### config.mk
export PLATFORM = sky130hd
export DESIGN_NAME = ms_input_arbiter
export DESIGN_NICKNAME = d
export VERILOG_FILES = /design/src/rtl/ms_input_arbiter.sv
export SDC_FILE = /design/constraint.sdc
export NUM_CORES = 1
export LEC_CHECK = 0
export ABC_AREA = 1
export CORE_AREA = 2 2 144 146
export CTS_CLUSTER_DIAMETER = 30
export DETAILED_ROUTE_END_ITERATION = 12
export DIE_AREA = 0 0 146 148
export PLACE_DENSITY_LB_ADDON = 0.08
export SYNTH_ARGS = -nofsm -noshare
export SYNTH_HDL_FRONTEND = slang
export SYNTH_SLANG_ARGS = --single-unit
### constraint.sdc
create_clock -name clk -period 2.98 [get_ports clk]
set_input_delay 0.894 -clock clk [delete_from_list [all_inputs] [get_ports clk]]
set_output_delay 0.894 -clock clk [all_outputs]
set_load 0.1 [all_outputs]
### src/rtl/ms_input_arbiter.sv
// ms_input_arbiter
//   Round-robin arbiter that merges FLUX independent input streams into the
//   single write port of a multi-stream FIFO. Each accepted word is tagged
//   with its stream index and presented one cycle after the handshake.
//
//   A stream is eligible when it has a word, its FIFO lane is not full, and
//   the word currently on the write port is not for the same stream. The
//   last check stops a stream from winning two cycles in a row while its
//   full flag still reflects the previous occupancy, so a lane with one free
//   slot never overflows.
//
// Ports
//   clk        : single clock, rising edge
//   rst        : synchronous, active-high reset
//   in_data    : FLUX payload words, stream i at [i*DATA_WIDTH +: DATA_WIDTH]
//   in_valid   : per-stream word available
//   in_ready   : per-stream accept (combinational, one-hot or zero)
//   din        : {tag, payload} to the FIFO write port
//   write      : FIFO write strobe, din valid when high
//   full       : per-stream FIFO full flags
//   grant_cnt  : per-stream 16-bit accepted-word counters, stream i at [i*16 +: 16]
module ms_input_arbiter #(
    parameter int  DATA_WIDTH = 32,
    parameter int  FLUX       = 4,
    localparam int ID_W       = $clog2(FLUX)
) (
    input  logic                         clk,
    input  logic                         rst,
    input  logic [FLUX*DATA_WIDTH-1:0]   in_data,
    input  logic [FLUX-1:0]              in_valid,
    output logic [FLUX-1:0]              in_ready,
    output logic [DATA_WIDTH+ID_W-1:0]   din,
    output logic                         write,
    input  logic [FLUX-1:0]              full,
    output logic [FLUX*16-1:0]           grant_cnt
);

    // After reset the pointer sits on the last stream so that the first
    // search begins at stream 0.
    localparam logic [ID_W-1:0] LAST_INIT = ID_W'(FLUX - 1);

    // Round-robin search starting one past the previous winner.
    // Returns {found, index}.
    function automatic logic [ID_W:0] rr_pick(input logic [FLUX-1:0] elig,
                                              input logic [ID_W-1:0] last);
        logic            hit;
        logic [ID_W-1:0] sel;
        logic [ID_W-1:0] cand;
        int              idx;
        hit = 1'b0;
        sel = '0;
        for (int k = 1; k <= FLUX; k++) begin
            idx = int'(last) + k;
            if (idx >= FLUX) begin
                idx = idx - FLUX;
            end
            cand = ID_W'(idx);
            if (!hit && elig[cand]) begin
                hit = 1'b1;
                sel = cand;
            end
        end
        return {hit, sel};
    endfunction

    // Grant counters wrap naturally from 0xFFFF to 0x0000.
    function automatic logic [15:0] cnt_inc(input logic [15:0] c);
        return c + 16'd1;
    endfunction

    logic [DATA_WIDTH-1:0] word_p0 [FLUX];
    logic [FLUX-1:0]       elig_p0;
    logic [ID_W:0]         pick_p0;
    logic                  gnt_vld_p0;
    logic [ID_W-1:0]       gnt_id_p0;
    logic [ID_W-1:0]       last_grant;

    logic                  vld_p1;
    logic [ID_W-1:0]       tag_p1;
    logic [DATA_WIDTH-1:0] data_p1;
    logic [FLUX*16-1:0]    cnt_q;

    // ---- stage p0: eligibility and round-robin selection ----
    always_comb begin
        for (int i = 0; i < FLUX; i++) begin
            word_p0[i] = in_data[i*DATA_WIDTH +: DATA_WIDTH];
            // A word already on the write port for this stream has not yet
            // been reflected in full[], so hold the stream off one cycle.
            elig_p0[i] = in_valid[i] & ~full[i] &
                         ~(vld_p1 && (tag_p1 == ID_W'(i)));
        end
    end

    assign pick_p0    = rr_pick(elig_p0, last_grant);
    assign gnt_vld_p0 = pick_p0[ID_W] & ~rst;
    assign gnt_id_p0  = pick_p0[ID_W-1:0];

    always_comb begin
        in_ready = '0;
        if (gnt_vld_p0) begin
            in_ready[gnt_id_p0] = 1'b1;
        end
    end

    // ---- stage p1: registered write port and per-stream counters ----
    always_ff @(posedge clk) begin
        if (rst) begin
            vld_p1     <= 1'b0;
            tag_p1     <= '0;
            data_p1    <= '0;
            last_grant <= LAST_INIT;
            cnt_q      <= '0;
        end else begin
            vld_p1 <= gnt_vld_p0;
            if (gnt_vld_p0) begin
                tag_p1     <= gnt_id_p0;
                data_p1    <= word_p0[gnt_id_p0];
                last_grant <= gnt_id_p0;
                for (int i = 0; i < FLUX; i++) begin
                    if (gnt_id_p0 == ID_W'(i)) begin
                        cnt_q[i*16 +: 16] <= cnt_inc(cnt_q[i*16 +: 16]);
                    end
                end
            end
        end
    end

    assign write     = vld_p1;
    assign din       = {tag_p1, data_p1};
    assign grant_cnt = cnt_q;

endmodule
==> results.md, run 1 <==
* Crit-path leading delay family: simple AND/OR/NAND/NOR gates
* Worst-path fanout max at 6
* Worst-Margin Slew at 0.639 ns
* Post-route minimum period at 3.18 ns
* Largest cells by area after synthesis: dfxtp_1, nand2_1, nand3_1
* RSZ-0062 raised after global routing: true
* Reg2reg path depth at 12
* Filler cell count at 2105
* Final Worst Setup Slack at -0.203 ns
* Switch share at 57.6%
* Critical Path Stages at 14
* Final Hold Vio Count at 0
* Drt via density at 4.81
* Max incr delay on CP at 0.16 ns
* Clk sink count at 101
* Max-Cap Viols at 0
* Die X at 146 um
* Drt first pass iters at 4
* Leakage power at 4.23 nW
* TritonCTS clock tree: built
* P&R area growth vs syn at 46.0%
* Max Freq at 314 MHz
* Vias in the first global route at 7314
* Io pins at 241
* Synthesized area at 0.00676 mm2
* Final Max Slew Viols at 0
* Global route overflow at 0
* Final ANT Viol Nets at 0
* Routed WL at 22600 um
* Initial Utilization at 33.7%
* Register area share after synthesis at 29.9%
* Multi-input gate area at 0.00412 mm2
* Core Region at 0.0200 mm2
* Tcrit/Tclk final at 107%
* Port bufs at 240
* NetSw at 5.92 mW
* Synthesized area per cell at 6.50 um2
* CP Capture Type: output pin
* Pwr dens at 1040 mW/mm2
* Failing checks: negative setup slack
* Tightest Hold Check Type: flop to flop
* Crit path arrival time at 2.29 ns
* CP Class: input pin to output pin
* Commonest cells after routing, fill and taps aside: nand2_1, nand3_1, buf_4, clkdlybuf4s50_1, inv_1
* Post-DP HPWL at 16000 um
* Inserted Diodes at 0
* Setup TNS at -0.744 ns
* Hold path cells at 2
* Critical-path top delay cell: buf_12
* TritonCTS Buffers at 9
* Worst vdd ir at 792 uV
* Post-Route Skew at 0.0155 ns
* Total Routing Usage GR at 21.2%
* Global-route wire length before repair at 37500 um
* Pin count of the biggest net entering global routing at 58
* DR iter-0 viols at 376
* DRC at 0
* Synth top area share at 29.9%
* Worst-path cell chain: buf_6 -> inv_12 -> nor2_4 -> nand3_2 -> nand2_2 -> nand2_2 -> nand2_4 -> nand4_1 -> nand2_2 -> nand2_8 -> nor2_8 -> nand2_4 -> inv_8 -> buf_12
* Critical Path RT at 2.09 ns
* Clock share of power at 12.4%
* Final setup fails at 4
* H-Tree Depth at 3
* Die Y at 148 um
* Clock slew at reported path FFs at 0.08 ns
* Outcome: finished with violations
* Reg area at 0.00203 mm2
* Die ar. at 0.0216 mm2
* Worst-Skew Late Latency at 0.36 ns
* Internal power at 4.36 mW
* Syn_nets at 1181
* Cell mode on critical path: nand2_2
* Worst r2r src: last_grant[0]$_SDFFE_PP1P_
* Placer Congestion at 0.864
* Vias after detailed routing at 7445
* Seq pwr share at 17.6%
* Commonest non-fill, non-tap cell in the layout: nand2_1
* Wirelength per Cell at 14.6 um
* Crit path from: in_valid[1]
* Maximum clock insertion buffer count at 2
* Cell taking the most area after synthesis: dfxtp_1
* Gate power share at 70.0%
* Post-synthesis register bit count at 101
* Cell count after synthesis at 1039
* Pwr Total at 10.3 mW
* FP Rows at 52
* Yosys Warn Count at 0
* WP buf/inv at 4
* Initial antenna violation count at 0
* Post-CTS Hold Buffers at 0
* Nets at 1415
* Slew headroom at 57.4%
* Worst min-delay path startpoint: data_p1[6]$_SDFFE_PP0P_
* Startpoint Class: input pin
* Yosys cell types at 32
* Share of layout cells above drive strength 1 at 18.2%
* CTS root buffer: clkbuf_16
[power by group through the flow]
| stage | registers [mW] | clock network, mW | logic (mW) |
|---|---|---|---|
| after detailed placement | 1.83 | 0 | 6.86 |
| after global placement | 1.83 | 0 | 6.84 |
| after CTS | 1.80 | 1.32 | 7.10 |
| final | 1.80 | 1.28 | 7.20 |
| after floorplan | 3.31 | 0 | 3.77 |
| after global routing | 1.84 | 1.36 | 7.78 |
[tightest hold or removal path: stages (launching register included)]
cell,delay [ns]
dfxtp_1,0.31
nand2_1,0.06
nand2_1,0.04
[worst paths after layout]
check,endpoint,slack [ns]
setup / recovery,in_ready[1],-0.20
setup reg to reg,grant_cnt[59]$_SDFFE_PP0P_,0.50
hold / removal,data_p1[6]$_SDFFE_PP0P_,0.45
hold reg to reg,data_p1[6]$_SDFFE_PP0P_,0.45
[state kept, by name, indices dropped and copies added, names as in the netlist]
signal / cells
last_grant: 2
tag_p1: 2
data_p1: 32
grant_cnt: 64
write: 1
[cell usage after synthesis]
cell type,count
nor3_1,22
nor4_1,5
nand2_2,1
o22ai_1,1
nor2_2,2
buf_6,8
buf_4,14
clkinv_1,2
nor2_1,74
inv_2,2
nand2_1,267
a21oi_1,59
dfxtp_1,101
inv_1,118
o21ai_0,1
clkbuf_1,7
nand2_4,6
xnor2_1,17
xor2_1,39
nand3_4,3
buf_2,27
nand2_8,2
xor2_4,1
nor2_8,2
nand3_1,186
inv_4,3
nand3b_1,13
nand4_1,41
xnor2_2,1
nand3_2,6
ha_1,4
or2_0,4
[layer usage]
| layer | track usage, % | vias up | share of wire (%) |
|---|---|---|---|
| met5 | 0 | - | 0 |
| met3 | 4.14 | 29 | 5.2 |
| li1 | - | 3823 | - |
| met2 | 36.7 | 191 | 48 |
| met4 | 6.65 | 0 | 2.1 |
| met1 | 26.6 | 3402 | 45 |
[cell families after synthesis]
family                   share of synthesized area, %
AO/OA/AOI/OAI                                    4.54
XOR/XNOR                                         7.91
adder cells (fa/ha/maj)                         0.741
buffers and inverters                            12.3
flip-flops                                       29.9
AND/OR/NAND/NOR                                  44.6
[repair_timing]
| action | in CTS | in global routing |
|---|---|---|
| pin swaps | 35 | 15 |
| gates resized for setup | 65 | 14 |
| setup buffers | 8 | 1 |
| setup endpoints to repair | 51 | 4 |
[through the flow]
stage	util, %	cell area, um2	instances	hold slack [ns]	setup slack (ns)
after floorplan	-	6860	1039	0.629	-0.266
after global placement	46.4	9290	1523	0.439	-0.779
after detailed placement	46.4	9290	1523	0.440	-0.774
after CTS	48.8	9770	1547	0.456	-0.189
after global routing	49.2	9870	1548	0.471	-0.291
final	49.2	9870	1548	0.454	-0.203
[cell type report]
class | instances | share of cell area [%]
multi-input cells | 757 | 41.8
well taps | 270 | 3.42
clock inverters | 6 | 0.799
inverters | 125 | 5.44
flip-flops and latches | 101 | 20.5
clock buffers | 10 | 2.42
repair buffers | 279 | 25.6
No activity file was read; power rests on OpenSTA's default activity.
==> run 2: changes to the inputs <==
- clock period: 2.98 -> 3 ns (I/O delays scaled with it)
==> run 2 against run 1 <==
- count of clock-buffer cells in the layout stayed put
- the run still ends with negative setup slack left
- combinational power down 1%
- clock power down 9%
- power decreased by 2.2%
- non-clock buffer count is 3 higher
- global-route usage barely moved
- largest power group unchanged
- highest routed layer unchanged
- first-iteration DRC count is 1.3% lower
- wire length shrank 0.40%
- core utilization fell by 0.18 points
- via count fell by 0.20%
==> results.md, run 2 (same netlist as run 1, synthesis figures left out) <==
* Outcome: finished with violations
* Failing checks: negative setup slack
* Commonest cells after routing, fill and taps aside: nand2_1, nand3_1, buf_4, clkdlybuf4s50_1, inv_1
* Max reg flops at 64 (unchanged)
* Worst-Margin Slew at 0.642 ns (+0.00322 ns)
* Fin Hold WS at 0.451 ns (-0.00280 ns)
* Final ANT Viol Nets at 0 (unchanged)
* Die X at 146 um (unchanged)
* Global-route wire length before repair at 37500 um (about the same)
* Max-Cap Viols at 0 (unchanged)
* Met2 GRT Util at 37.4% (+0.61 points)
* Core Region at 0.0200 mm2 (unchanged)
* Worst vdd ir at 625 uV (-21%)
* TritonCTS clock tree: built
* Initial Utilization at 33.7% (unchanged)
* Placed inst area at 0.00929 mm2 (unchanged)
* Pin count of the biggest net entering global routing at 58 (unchanged)
* Placer Congestion at 0.865 (about the same)
* Pwr dens at 1020 mW/mm2 (-1.9%)
* Post-route minimum period at 3.18 ns
* Vias in the first global route at 7422 (+1.5%)
* Final setup fails at 4 (unchanged)
* Maximum clock insertion buffer count at 2 (unchanged)
* Clk sink count at 101 (unchanged)
* Io pins at 241 (unchanged)
* Nets at 1418 (+0.21%)
* Slew headroom at 57.2% (-0.21 points)
* Setup TNS at -0.696 ns (+0.0479 ns)
* H-Tree Depth at 3 (unchanged)
* Global route overflow at 0 (unchanged)
* Pre-CTS WS at -0.777 ns (-0.00304 ns)
* Fin util at 49.1% (-0.18 points)
* CP Capture Type: output pin
* Critical Path RT at 2.10 ns (about the same)
* Gr busiest metal: met2
* Design area at 0.00983 mm2 (-0.37%)
* Global Route met3 Usage at 4.20% (+0.062 points)
* Pwr Total at 10.0 mW (-2.2%)
* Commonest non-fill, non-tap cell in the layout: nand2_1
* Leakage power at 4.23 nW (-0.18%)
* Final Max Slew Viols at 0 (unchanged)
* Wirelength per Cell at 14.5 um (-0.59%)
* Final Non-Filler Cells at 1551 (+0.19%)
* CP Class: input pin to output pin
* Post-DP HPWL at 16000 um (+0.29%)
* Tcrit/Tclk final at 106%
* Startpoint Class: input pin
* Worst-path fanout max at 7 (+1)
* Drt first pass iters at 5 (+1)
* Die Y at 148 um (unchanged)
* RSZ-0062 raised after global routing: true
* Initial antenna violation count at 0 (unchanged)
* Total placed cells including tap cells at 1523 (unchanged)
* Tightest Hold Check Type: flop to flop
* Inserted Diodes at 0 (unchanged)
* P&R area growth vs syn at 45.5%
* Drt via density at 4.79 (-0.39%)
* Clock slew at reported path FFs at 0.07 ns (about the same)
* Final Worst Setup Slack at -0.179 ns (+0.0233 ns)
* FP Rows at 52 (unchanged)
* DR iter-0 viols at 371 (-1.3%)
* Post-Route Skew at 0.0119 ns (-0.00355 ns)
* Share of layout cells above drive strength 1 at 18.3% (+0.035 points)
* Vias after detailed routing at 7430 (-0.20%)
* TritonCTS Buffers at 9 (unchanged)
* Final Hold Vio Count at 0 (unchanged)
* DRC at 0 (unchanged)
* Port bufs at 240 (unchanged)
* CTS root buffer: clkbuf_16
* Total Routing Usage GR at 21.2% (about the same)
* Worst-Skew Late Latency at 0.36 ns (about the same)
* GR Util met1 at 26.0% (-0.58 points)
* Die ar. at 0.0216 mm2 (unchanged)
* Routed WL at 22500 um (-0.40%)
* Max Freq at 315 MHz
* Crit path arrival time at 2.28 ns (about the same)
run 2: repair_timing:
| item | CTS | global route |
|---|---|---|
| hold buffers | 0 | 0 |
| pin swaps | 30 | 5 |
| gates resized for setup | 63 | 12 |
| buffers inserted | 11 | 1 |
| endpoints found under the setup margin | 49 | 4 |
run 2: per-layer routing:
| metal | share of wire [%] | up-vias | routed length (um) |
|---|---|---|---|
| met4 | 1.7 | 0 | 391 |
| li1 | - | 3834 | - |
| met3 | 5.6 | 22 | 1260 |
| met1 | 44 | 3387 | 9920 |
| met2 | 49 | 187 | 11000 |
| met5 | 0 | - | 0 |
run 2: final timing paths:
path | from | end | slack, ns | cells past startpoint
setup reg to reg | last_grant[1]$_SDFFE_PP1P_ | data_p1[0]$_SDFFE_PP0P_ | 0.41 | 15
hold reg to reg | data_p1[28]$_SDFFE_PP0P_ | data_p1[28]$_SDFFE_PP0P_ | 0.45 | 2
setup / recovery | full[2] | in_ready[2] | -0.18 | 12
hold / removal | data_p1[28]$_SDFFE_PP0P_ | data_p1[28]$_SDFFE_PP0P_ | 0.45 | 2
run 2: cell type report:
type / instances / area (um2)
clock buffer: 10 / 229
clock inverter: 6 / 56.3
fill: 2121 / 10200
inverter: 125 / 529
multi-input combinational: 757 / 4090
sequential: 101 / 2030
tap: 270 / 338
timing repair buffer: 282 / 2560
run 2: worst max-delay path, stage by stage:
cell	delay, ns
buf_6	0.10
nor2_4	0.13
nand3_2	0.12
nand3_2	0.14
nand2_8	0.09
buf_6	0.13
nand3_4	0.06
nand3_4	0.11
nand2_8	0.14
nand3_4	0.11
clkinvlp_4	0.09
buf_12	0.16
run 2: report_power, final:
| group | internal, mW | switching, mW |
|---|---|---|
| sequential | 1.60 | 0.186 |
| combinational | 2.04 | 5.06 |
| clock | 0.581 | 0.580 |
| total | 4.22 | 5.83 |
==> run 3: changes to the inputs <==
- PLACE_DENSITY: default -> 0.72
- PLACE_DENSITY_LB_ADDON: 0.08 -> default
==> run 3 against run 2 <==
- the run still ends with negative setup slack left
- sequential power hardly changed
- core utilization is 0.16 points higher
- worst hold slack worse by 0.00095 ns
- largest power group unchanged
==> results.md, run 3 (same netlist as run 1, synthesis figures left out) <==
* Outcome: finished with violations
* Failing checks: negative setup slack
* Internal power at 4.34 mW (+2.8%)
* Worst-path cell chain: buf_8 -> inv_12 -> nor2_4 -> nand3_2 -> nand2_2 -> nand2_1 -> nand2_2 -> nand4_1 -> nand2_2 -> nand2_8 -> nor2_8 -> nand2_4 -> inv_8 -> buf_12
* CP Class: input pin to output pin
* Port bufs at 240 (unchanged)
* Critical Path RT at 2.10 ns (about the same)
* Post-route minimum period at 3.19 ns (+0.0104 ns)
* Final setup fails at 4 (unchanged)
* Crit path from: in_valid[1]
* WP buf/inv at 4 (unchanged)
* Post-Route Skew at 0.00909 ns (-0.00283 ns)
* Setup TNS at -0.693 ns (+0.00310 ns)
* Routed WL at 22300 um (-1.2%)
* CP Capture Type: output pin
* DRC at 0 (unchanged)
* Post-DP HPWL at 16000 um (-0.26%)
* Commonest non-fill, non-tap cell in the layout: nand2_1
* Cell mode on critical path: nand2_2
* Placer Congestion at 0.890 (+2.8%)
* Max Freq at 314 MHz (-0.32%)
* Max incr delay on CP at 0.16 ns (about the same)
* Io pins at 241 (unchanged)
* DR iter-0 viols at 466 (+26%)
* RSZ-0062 raised after global routing: true
* Initial antenna violation count at 1 (+1)
* Max-Cap Viols at 0 (unchanged)
* Share of layout cells above drive strength 1 at 18.4% (+0.11 points)
* Die ar. at 0.0216 mm2 (unchanged)
* Total Routing Usage GR at 20.5% (-0.69 points)
* End of the critical path: in_ready[1]
* TritonCTS Buffers at 9 (unchanged)
* Final Max Slew Viols at 0 (unchanged)
* Maximum clock insertion buffer count at 2 (unchanged)
* Die Y at 148 um (unchanged)
* Final Worst Setup Slack at -0.190 ns (-0.0104 ns)
* P&R area growth vs syn at 46.0%
* Final Non-Filler Cells at 1555 (+0.26%)
* Leakage power at 4.24 nW (+0.40%)
* Post-CTS Hold Buffers at 0 (unchanged)
* Slew headroom at 56.0% (-1.2 points)
* Fin Hold WS at 0.450 ns (-0.000953 ns)
* Worst-Skew Late Latency at 0.35 ns (about the same)
* Global route overflow at 0 (unchanged)
* H-Tree Depth at 3 (unchanged)
* Worst-path fanout max at 6 (-1)
* Tcrit/Tclk final at 106% (+0.35 points)
* Critical-path top delay cell: buf_12
* Vias in the first global route at 7229 (-2.6%)
* Final Hold Vio Count at 0 (unchanged)
* Pwr dens at 1030 mW/mm2 (+1.2%)
* Startpoint Class: input pin
* Drt via density at 4.90 (+2.2%)
* Clock share of power at 12.3% (+0.7 points)
* Nets at 1421 (+0.21%)
* Critical Path Stages at 14 (+2)
* CTS root buffer: clkbuf_16
* Drt first pass iters at 6 (+1)
* Commonest cells after routing, fill and taps aside: nand2_1, nand3_1, buf_4, clkdlybuf4s50_1, inv_1
* Placed inst area at 0.00930 mm2 (about the same)
* Tightest Hold Check Type: flop to flop
* Global-route wire length before repair at 36600 um (-2.5%)
* TritonCTS clock tree: built
* Design area at 0.00986 mm2 (+0.33%)
* Wirelength per Cell at 14.3 um (-1.4%)
* Clk sink count at 101 (unchanged)
* Die X at 146 um (unchanged)
* Fin util at 49.2% (+0.16 points)
* FP Rows at 52 (unchanged)
* Total placed cells including tap cells at 1527 (+0.26%)
* NetSw at 5.87 mW (+0.69%)
* Crit-path leading delay family: simple AND/OR/NAND/NOR gates
* Pin count of the biggest net entering global routing at 63 (+8.6%)
* Vias after detailed routing at 7614 (+2.5%)
* Core Region at 0.0200 mm2 (unchanged)
* Gate power share at 69.9% (-0.8 points)
* Initial Utilization at 33.7% (unchanged)
* Seq pwr share at 17.8% (about the same)
* Final ANT Viol Nets at 0 (unchanged)
* Crit Reg-Reg Endpoint: grant_cnt[51]$_SDFFE_PP0P_
* Crit path arrival time at 2.29 ns (about the same)
* Max reg flops at 64 (unchanged)
* Worst-Margin Slew at 0.661 ns (+0.0186 ns)
* Worst r2r src: last_grant[1]$_SDFFE_PP1P_
* Switch share at 57.5% (-0.51 points)
* Setup slack, reg-to-reg at 0.43 ns (+0.02 ns)
* Reg2reg path depth at 12 (-3)
* Clock slew at reported path FFs at 0.07 ns (about the same)
* Worst vdd ir at 757 uV (+21%)
run 3: cell types whose count changed in the layout (fill, tap and decap cells not counted), moves of 2 or more:
cell / delta
buf_12: -2
nand3_4: +2
buf_6: -3
clkinv_4: -3
buf_4: +8
nand2_1: +3
clkbuf_8: +2
nand2_2: -3
nand3_2: -2
run 3: cell type report:
cell class                 instances  area, um2
antenna                            1       2.50
clock buffer                      11        253
clock inverter                     5       65.1
fill                            2026      10200
inverter                         125        532
multi-input combinational        757       4100
sequential                       101       2030
tap                              270        338
timing repair buffer             285       2550
run 3: worst min path at each step:
stage / start / cells after the start / end
final: data_p1[9]$_SDFFE_PP0P_ / 2 / data_p1[9]$_SDFFE_PP0P_
after global routing: data_p1[23]$_SDFFE_PP0P_ / 2 / data_p1[23]$_SDFFE_PP0P_
after CTS: data_p1[9]$_SDFFE_PP0P_ / 2 / data_p1[9]$_SDFFE_PP0P_
after detailed placement: data_p1[9]$_SDFFE_PP0P_ / 2 / data_p1[9]$_SDFFE_PP0P_
after global placement: data_p1[11]$_SDFFE_PP0P_ / 2 / data_p1[11]$_SDFFE_PP0P_
after floorplan: last_grant[1]$_SDFFE_PP1P_ / 3 / last_grant[1]$_SDFFE_PP1P_
run 3: through the flow:
| stage | setup WS (ns) | power, mW |
|---|---|---|
| floorplan | -0.258 | 7.03 |
| global placement | -0.750 | 8.56 |
| detailed placement | -0.782 | 8.62 |
| CTS | -0.181 | 10.1 |
| global route | -0.299 | 10.9 |
| finish | -0.190 | 10.2 |
run 3: layer usage:
metal / share of wire (%) / global-route usage [%] / vias to the layer above
met2: 48 / 34.4 / 243
met5: 0 / 0 / -
met1: 44 / 27.2 / 3497
met3: 5.4 / 2.69 / 36
met4: 2.6 / 7.23 / 0
li1: - / - / 3838
run 3: power by group through the flow:
stage | Clock [mW] | Combinational [mW] | Sequential [mW]
after floorplan | 0 | 3.74 | 3.29
after global placement | 0 | 6.73 | 1.83
after detailed placement | 0 | 6.78 | 1.83
after CTS | 1.31 | 6.98 | 1.81
after global routing | 1.35 | 7.70 | 1.85
final | 1.26 | 7.13 | 1.81
run 3: repair_timing:
item,in CTS,in global routing
setup endpoints to repair,52,4
pin swaps,34,14
setup buffers,8,3
resized for setup,62,13
run 3: worst min-delay path: stages, from the launching register on:
cell,delay [ns]
dfxtp_1,0.31
nand2_1,0.06
nand2_1,0.04
